**src/rtl/exmem_pkg.sv**
```systemverilog
// Shared types and widths for the EX/MEM pipeline stage.
package exmem_pkg;

    localparam int DATA_W_DEF     = 32;
    localparam int REG_ADDR_W_DEF = 5;

    // Control bits carried from EX into MEM.
    typedef struct packed {
        logic wreg;
        logic m2reg;
        logic wmem;
    } exmem_ctrl_t;

    // Packed payload layout: {ctrl, dest_reg, alu_result, store_data}.
    function automatic int payload_w(input int data_w, input int reg_addr_w);
        return $bits(exmem_ctrl_t) + reg_addr_w + 2 * data_w;
    endfunction

endpackage

```
**src/rtl/pipe_skid_buffer.sv**
```systemverilog
// Generic 2-entry valid/ready skid buffer with synchronous flush.
// The main entry drives the outputs. The skid entry absorbs the one beat
// that arrives while the main entry is stalled. in_ready depends only on
// registered state, so out_ready never reaches the input side combinationally.
module pipe_skid_buffer #(
    parameter int PAYLOAD_W = 8
) (
    input  logic                 clock,
    input  logic                 reset,
    input  logic                 flush,
    input  logic                 in_valid,
    output logic                 in_ready,
    input  logic [PAYLOAD_W-1:0] in_data,
    output logic                 out_valid,
    input  logic                 out_ready,
    output logic [PAYLOAD_W-1:0] out_data
);

    logic                 main_valid_q, main_valid_d;
    logic                 skid_valid_q, skid_valid_d;
    logic [PAYLOAD_W-1:0] main_data_q, main_data_d;
    logic [PAYLOAD_W-1:0] skid_data_q, skid_data_d;
    logic                 in_fire;
    logic                 out_fire;

    // in_ready is held low while reset is asserted.
    assign in_ready  = !skid_valid_q && !reset;
    assign in_fire   = in_valid && in_ready;
    assign out_fire  = main_valid_q && out_ready;
    assign out_valid = main_valid_q;
    assign out_data  = main_data_q;

    // Next-state: flush beats every transfer; otherwise fill main first, spill to skid.
    always_comb begin
        main_valid_d = main_valid_q;
        skid_valid_d = skid_valid_q;
        main_data_d  = main_data_q;
        skid_data_d  = skid_data_q;
        if (flush) begin
            main_valid_d = 1'b0;
            skid_valid_d = 1'b0;
        end else if (main_valid_q && !out_fire) begin
            // Main is stalled: an arriving beat lands in the skid entry.
            if (in_fire) begin
                skid_valid_d = 1'b1;
                skid_data_d  = in_data;
            end
        end else if (skid_valid_q) begin
            // Main is empty or leaving: refill it from skid (no input possible).
            main_valid_d = 1'b1;
            main_data_d  = skid_data_q;
            skid_valid_d = 1'b0;
        end else begin
            // Main is empty or leaving with skid empty: input goes straight to main.
            main_valid_d = in_fire;
            if (in_fire) begin
                main_data_d = in_data;
            end
        end
    end

    // State registers; everything clears on reset.
    always_ff @(posedge clock or posedge reset) begin
        if (reset) begin
            main_valid_q <= 1'b0;
            skid_valid_q <= 1'b0;
            main_data_q  <= '0;
            skid_data_q  <= '0;
        end else begin
            main_valid_q <= main_valid_d;
            skid_valid_q <= skid_valid_d;
            main_data_q  <= main_data_d;
            skid_data_q  <= skid_data_d;
        end
    end

endmodule

```
**src/rtl/exmem_pipeline_stage.sv**
```systemverilog
// EX/MEM pipeline stage: packs EX results into a skid buffer and presents
// them to MEM with write enables qualified by out_valid.
// Optional macro EXMEM_PERF_CNT_EN adds stall/bubble cycle counters.
module exmem_pipeline_stage
    import exmem_pkg::*;
#(
    parameter int DATA_W     = DATA_W_DEF,
    parameter int REG_ADDR_W = REG_ADDR_W_DEF
) (
    input  logic                  clock,
    input  logic                  reset,
    input  logic                  flush,
    input  logic                  in_valid,
    output logic                  in_ready,
    input  logic                  ewreg,
    input  logic                  em2reg,
    input  logic                  ewmem,
    input  logic [REG_ADDR_W-1:0] edest_reg,
    input  logic [DATA_W-1:0]     r,
    input  logic [DATA_W-1:0]     eqb,
    output logic                  out_valid,
    input  logic                  out_ready,
    output logic                  mwreg,
    output logic                  mm2reg,
    output logic                  mwmem,
    output logic [REG_ADDR_W-1:0] mdest_reg,
    output logic [DATA_W-1:0]     mr,
    output logic [DATA_W-1:0]     mqb
`ifdef EXMEM_PERF_CNT_EN
    ,
    output logic [31:0]           stall_cycles,
    output logic [31:0]           bubble_cycles
`endif
);

    localparam int PW = payload_w(DATA_W, REG_ADDR_W);

    exmem_ctrl_t   in_ctrl;
    exmem_ctrl_t   out_ctrl;
    logic [PW-1:0] in_payload;
    logic [PW-1:0] out_payload;

    assign in_ctrl    = '{wreg: ewreg, m2reg: em2reg, wmem: ewmem};
    assign in_payload = {in_ctrl, edest_reg, r, eqb};

    pipe_skid_buffer #(
        .PAYLOAD_W(PW)
    ) u_skid (
        .clock    (clock),
        .reset    (reset),
        .flush    (flush),
        .in_valid (in_valid),
        .in_ready (in_ready),
        .in_data  (in_payload),
        .out_valid(out_valid),
        .out_ready(out_ready),
        .out_data (out_payload)
    );

    assign {out_ctrl, mdest_reg, mr, mqb} = out_payload;

    // Stale payload after a flush must never write the register file or memory.
    assign mwreg  = out_ctrl.wreg && out_valid;
    assign mwmem  = out_ctrl.wmem && out_valid;
    assign mm2reg = out_ctrl.m2reg;

`ifdef EXMEM_PERF_CNT_EN
    logic [31:0] stall_q, stall_d;
    logic [31:0] bubble_q, bubble_d;

    // Counters wrap naturally; flush does not touch them.
    always_comb begin
        stall_d  = stall_q + 32'(out_valid && !out_ready);
        bubble_d = bubble_q + 32'(!out_valid && !reset);
    end

    // Counter registers, cleared only by reset.
    always_ff @(posedge clock or posedge reset) begin
        if (reset) begin
            stall_q  <= '0;
            bubble_q <= '0;
        end else begin
            stall_q  <= stall_d;
            bubble_q <= bubble_d;
        end
    end

    assign stall_cycles  = stall_q;
    assign bubble_cycles = bubble_q;
`endif

endmodule

```
**config.mk**
```make
export PLATFORM = sky130hd
export DESIGN_NAME = exmem_pipeline_stage
export DESIGN_NICKNAME = d
export VERILOG_FILES = /design/src/rtl/exmem_pkg.sv /design/src/rtl/pipe_skid_buffer.sv /design/src/rtl/exmem_pipeline_stage.sv
export SDC_FILE = /design/constraint.sdc
export NUM_CORES = 1
export LEC_CHECK = 0
export CORE_AREA = 4 4 148 150
export DETAILED_ROUTE_END_ITERATION = 10
export DIE_AREA = 0 0 152 154
export SETUP_SLACK_MARGIN = 0.02
export SLEW_MARGIN = 10
export SYNTH_ARGS = -nofsm -noshare
export SYNTH_HDL_FRONTEND = slang
export SYNTH_SLANG_ARGS = --single-unit
```
**constraint.sdc**
```tcl
create_clock -name clock -period 6.91 [get_ports clock]
set_clock_uncertainty 0.15 [all_clocks]
set_input_delay 1.382 -clock clock [delete_from_list [all_inputs] [get_ports clock]]
set_output_delay 1.382 -clock clock [all_outputs]
set_load 0.01 [all_outputs]
```
# Yosys cells after proc, flatten, opt, wreduce, memory -nomap -nowiden
# Index checks and enable logic that the tools add are counted.
totals:
  regBits: 146
  inputBits: 77
classes:
  n_reduce_logical: 12
  n_eq_ne: 2
  bitwise_logic: 2
  mux: 8
op_table:
  columns: ["op", "count"]
  rows:
  - ["2-to-1 mux 72 bit", 2]
  - ["logical AND 1 bit", 6]
  - ["2-to-1 mux 1 bit", 6]
  - ["AND reduction 3 bit", 2]
  - ["logical NOT 1 bit", 3]
  - ["!= test 3 x 2 -> 1 bit, second input constant", 1]
  - ["!= test 2 bit, second input constant", 1]
  - ["inverter 1 bit", 2]
  - ["nonzero test 2 bit", 1]

# Logic depth before layout (Yosys ltp)
logic_depth:
  depth_word: 6
  depth_mapped: 5
  ltp_nobuf: 3

# Cells and area by module
# From an unflattened synthesis, not the netlist that was laid out.
unflattened:
  hier_cells: 396
  hier_area_um2: 6378.6
by_module_without_submodules:
  columns: ["mod", "cells_per_inst", "seq_area_each_um2", "n_inst", "area_each_um2"]
  rows:
  - ["pipe_skid_buffer", 394, 3653.5, 1, 6366.1]
  - ["exmem_pipeline_stage", 2, 0.0, 1, 12.5]

# Worst setup path after synthesis
# No wires, ideal clock.
synth_path:
  path_kind: "input port to output port"
  start: "input reset"
  end: "output in_ready"
  setup_slack_ps: 3839
  cell_stages: 1
  required_ps: 5378
  t_arrival_ps: 1539
  n_path_buf: 0
  path_cell_list: "nor2_1"
synth_via:
  elab_chain_len: 2
synth_lines:
  columns: ["item", "line_no", "text"]
  rows:
  - ["from (decl)", "exmem_pipeline_stage.sv:11", "input logic reset,"]
  - ["logical NOT 1 bit", "pipe_skid_buffer.sv:27", "assign in_ready = !skid_valid_q && !reset;"]
  - ["logical AND 1 bit", "pipe_skid_buffer.sv:27", null]
  - ["to (decl)", "exmem_pipeline_stage.sv:14", "output logic in_ready,"]
# Every way passes these cells.

# Worst setup path after layout
# Ends and elaborated chain as after synthesis.

==> impl_metrics.json <==
{
  "cts_tree": "done",
  "max_freq_mhz": 243.8,
  "place_hpwl_um": 9305,
  "ir_worst_vdd_v": 0.0001481,
  "cts_resized": 0,
  "startpoint_type": "primary input",
  "postCtsHoldBufs": 0,
  "syn_area_per_cell_sq_um": 15.22,
  "synth_cell_types": 15,
  "antenna_cells": 0,
  "grt_setup_unrepaired": "no",
  "cts_setup_buffers": 0,
  "antenna_found_initial": 0,
  "drc": 0,
  "dr.pass1.iters": 3,
  "ys_seq_area_frac": 0.5151,
  "final_cell_mix": "150 x clkdlybuf4s50_1, 146 x mux2_2, 145 x dfrtp_1",
  "finalSetupTns_ns": 0,
  "dieArea_sq_um": 23410,
  "vias": 3803,
  "arrival_ns": 2.57,
  "die_y_um": 154,
  "fp.dieW_um": 152,
  "path_clk_slew_ns": 0.06,
  "syn_area_sq_um": 7093,
  "drt-initial-drc-count": 88,
  "crit_type": "in2out",
  "nets": 624,
  "start_util": 0.3428,
  "min_period_ns": 4.102,
  "cap_violations": 0,
  "fill_cells": 1917,
  "grt_max_degree": 86,
  "clock_sinks": 146,
  "area_growth_pct": 25.93,
  "slew_violations": 0,
  "cts-root-buf": "clkbuf_16",
  "globalplace.congestion": 0.7040,
  "grt-ovfl-total": 0,
  "drive_above_1_share": 0.4571,
  "min_from": "u_skid.skid_data_q[69]$_DFFE_PP0P_",
  "power.density_nw_per_um2": 291.9,
  "cpPeakStageDelay_ns": 0.56,
  "grt_pass1_vias": 4125,
  "final_common_cell": "clkdlybuf4s50_1",
  "final_cells": 835,
  "crit_top_cell": "clkdlybuf4s50_1",
  "cp.required_ns": 5.38,
  "rows": 53,
  "hold_class": "reg2reg",
  "vias_per_cell": 4.554,
  "path_cells": "clkdlybuf4s50_1 -> nor2_1 -> clkdlybuf4s50_1",
  "worst_pin_slew_ns": 1.056,
  "dpl.cell_count": 803,
  "io_buffers": 150,
  "multiInputGateArea_sq_um": 2775,
  "slowest_stage": "clkdlybuf4s50_1",
  "ys_seq_elements": 146,
  "p_leak_nw": 3.958,
  "min_period_over_period": 0.5937,
  "seq_area_sq_um": 3657,
  "h-tree-depth": 4,
  "grtUsageTotal": 0.1232,
  "hold_viol": 0,
  "setup_viol": 0,
  "synth_nets": 543,
  "crit_start": "reset",
  "numCtsBuffers": 17,
  "ant_nets": 0,
  "status": "complete, no violations",
  "drt-total-wl_um": 14220,
  "rr_startpoint": "u_skid.skid_valid_q$_DFFE_PP0P_",
  "placeableCoreArea_sq_um": 20690,
  "clock_latency_ns": 0.41,
  "post_drt_wl_per_cell_um": 17.03,
  "crit_path_max_fanout": 3,
  "ys_warn_count": 0,
  "pin_count": 151,
  "clock_path_buffers": 2,
  "netlist_instances": 466,
  "grt_first_pass_wirelength_um": 22990,
  "slew_headroom": 0.2957,
  "end_kind": "output port"
}
-- worst max-delay path: cells and delay by family --
family | cells | cell delay [ns]
and+or+nand+nor | 1 | 0.13
buffers and inverters | 2 | 1.05
-- power breakdown --
| part | total [W] | internal, W | switching, W |
|---|---|---|---|
| combinational | 0.000550 | 0.000378 | 0.000172 |
| clock | 0.000939 | 0.000572 | 0.000367 |
| sequential | 0.00112 | 0.00102 | 0.0000942 |
-- per-stage QoR --
step | setup WS, ns | total power (W) | hold slack [ns] | util | instance area [sq um]
2_1_floorplan | 1.455 | 0.001515 | 0.3221 | - | 7093
3_3_place_gp | 2.625 | 0.001676 | 0.3319 | 0.4023 | 8324
3_5_place_dp | 2.579 | 0.001692 | 0.3370 | 0.4023 | 8324
4_1_cts | 2.794 | 0.002652 | 0.3522 | 0.4317 | 8932
5_1_grt | 2.763 | 0.002737 | 0.3609 | 0.4317 | 8932
6_report | 2.808 | 0.002607 | 0.3511 | 0.4317 | 8932
-- sequential cells by signal, summed over array words and instances (netlist names) --
signal               flops
u_skid.out_data         72
u_skid.skid_data_q      72
u_skid.out_valid         1
u_skid.skid_valid_q      1
-- layer usage --
layer  track usage  vias up  share of wire
met5             0        -              0
met4       0.04495        0          0.012
met3       0.03434       10          0.040
met2        0.2041       81           0.50
met1        0.1548     1986           0.45
li1              -     1726              -
-- final timing paths --
path / to / cells after the start / slack, ns
setup reg to reg: u_skid.skid_data_q[68]$_DFFE_PP0P_ / 3 / 3.59
setup / recovery: in_ready / 3 / 2.81
max in group asynchronous: u_skid.skid_data_q[41]$_DFFE_PP0P_ / 3 / 3.86
hold reg to reg: u_skid.skid_data_q[69]$_DFFE_PP0P_ / 1 / 0.35
hold / removal: u_skid.skid_data_q[69]$_DFFE_PP0P_ / 1 / 0.35
min in group asynchronous: u_skid.skid_data_q[43]$_DFFE_PP0P_ / 2 / 1.36
-- area by class of cell --
| type | count | share of cell area |
|---|---|---|
| Clock inverter | 11 | 0.01429 |
| Multi-Input combinational cell | 225 | 0.3107 |
| Inverter | 3 | 0.001821 |
| Sequential cell | 146 | 0.4094 |
| Timing Repair Buffer | 154 | 0.1715 |
| Clock buffer | 21 | 0.05379 |
| Tap cell | 275 | 0.03852 |
-- cell families (layout without fill, tap and decap cells) --
logic type	count (synthesis)	count (layout)	synth area share
buffers and inverters	95	189	0.09596
multiplexers	216	216	0.3800
flip-flops	146	146	0.5151
AO/OA/AOI/OAI	2	2	0.002821
AND/OR/NAND/NOR	7	7	0.006174
-- synthesized netlist by cell type --
library cell	number	share of area
nor2_1	1	0.00053
buf_2	7	0.0049
and2_1	2	0.0018
mux2_4	70	0.15
dfrtp_1	146	0.52
clkbuf_1	8	0.0042
a221oi_2	1	0.0021
buf_6	7	0.011
nand2b_1	2	0.0018
inv_1	3	0.0016
or3b_1	1	0.0012
buf_4	70	0.074
a21oi_1	1	0.00070
or3_1	1	0.00088
mux2_2	146	0.23
Power figures use the tool's default switching activity.
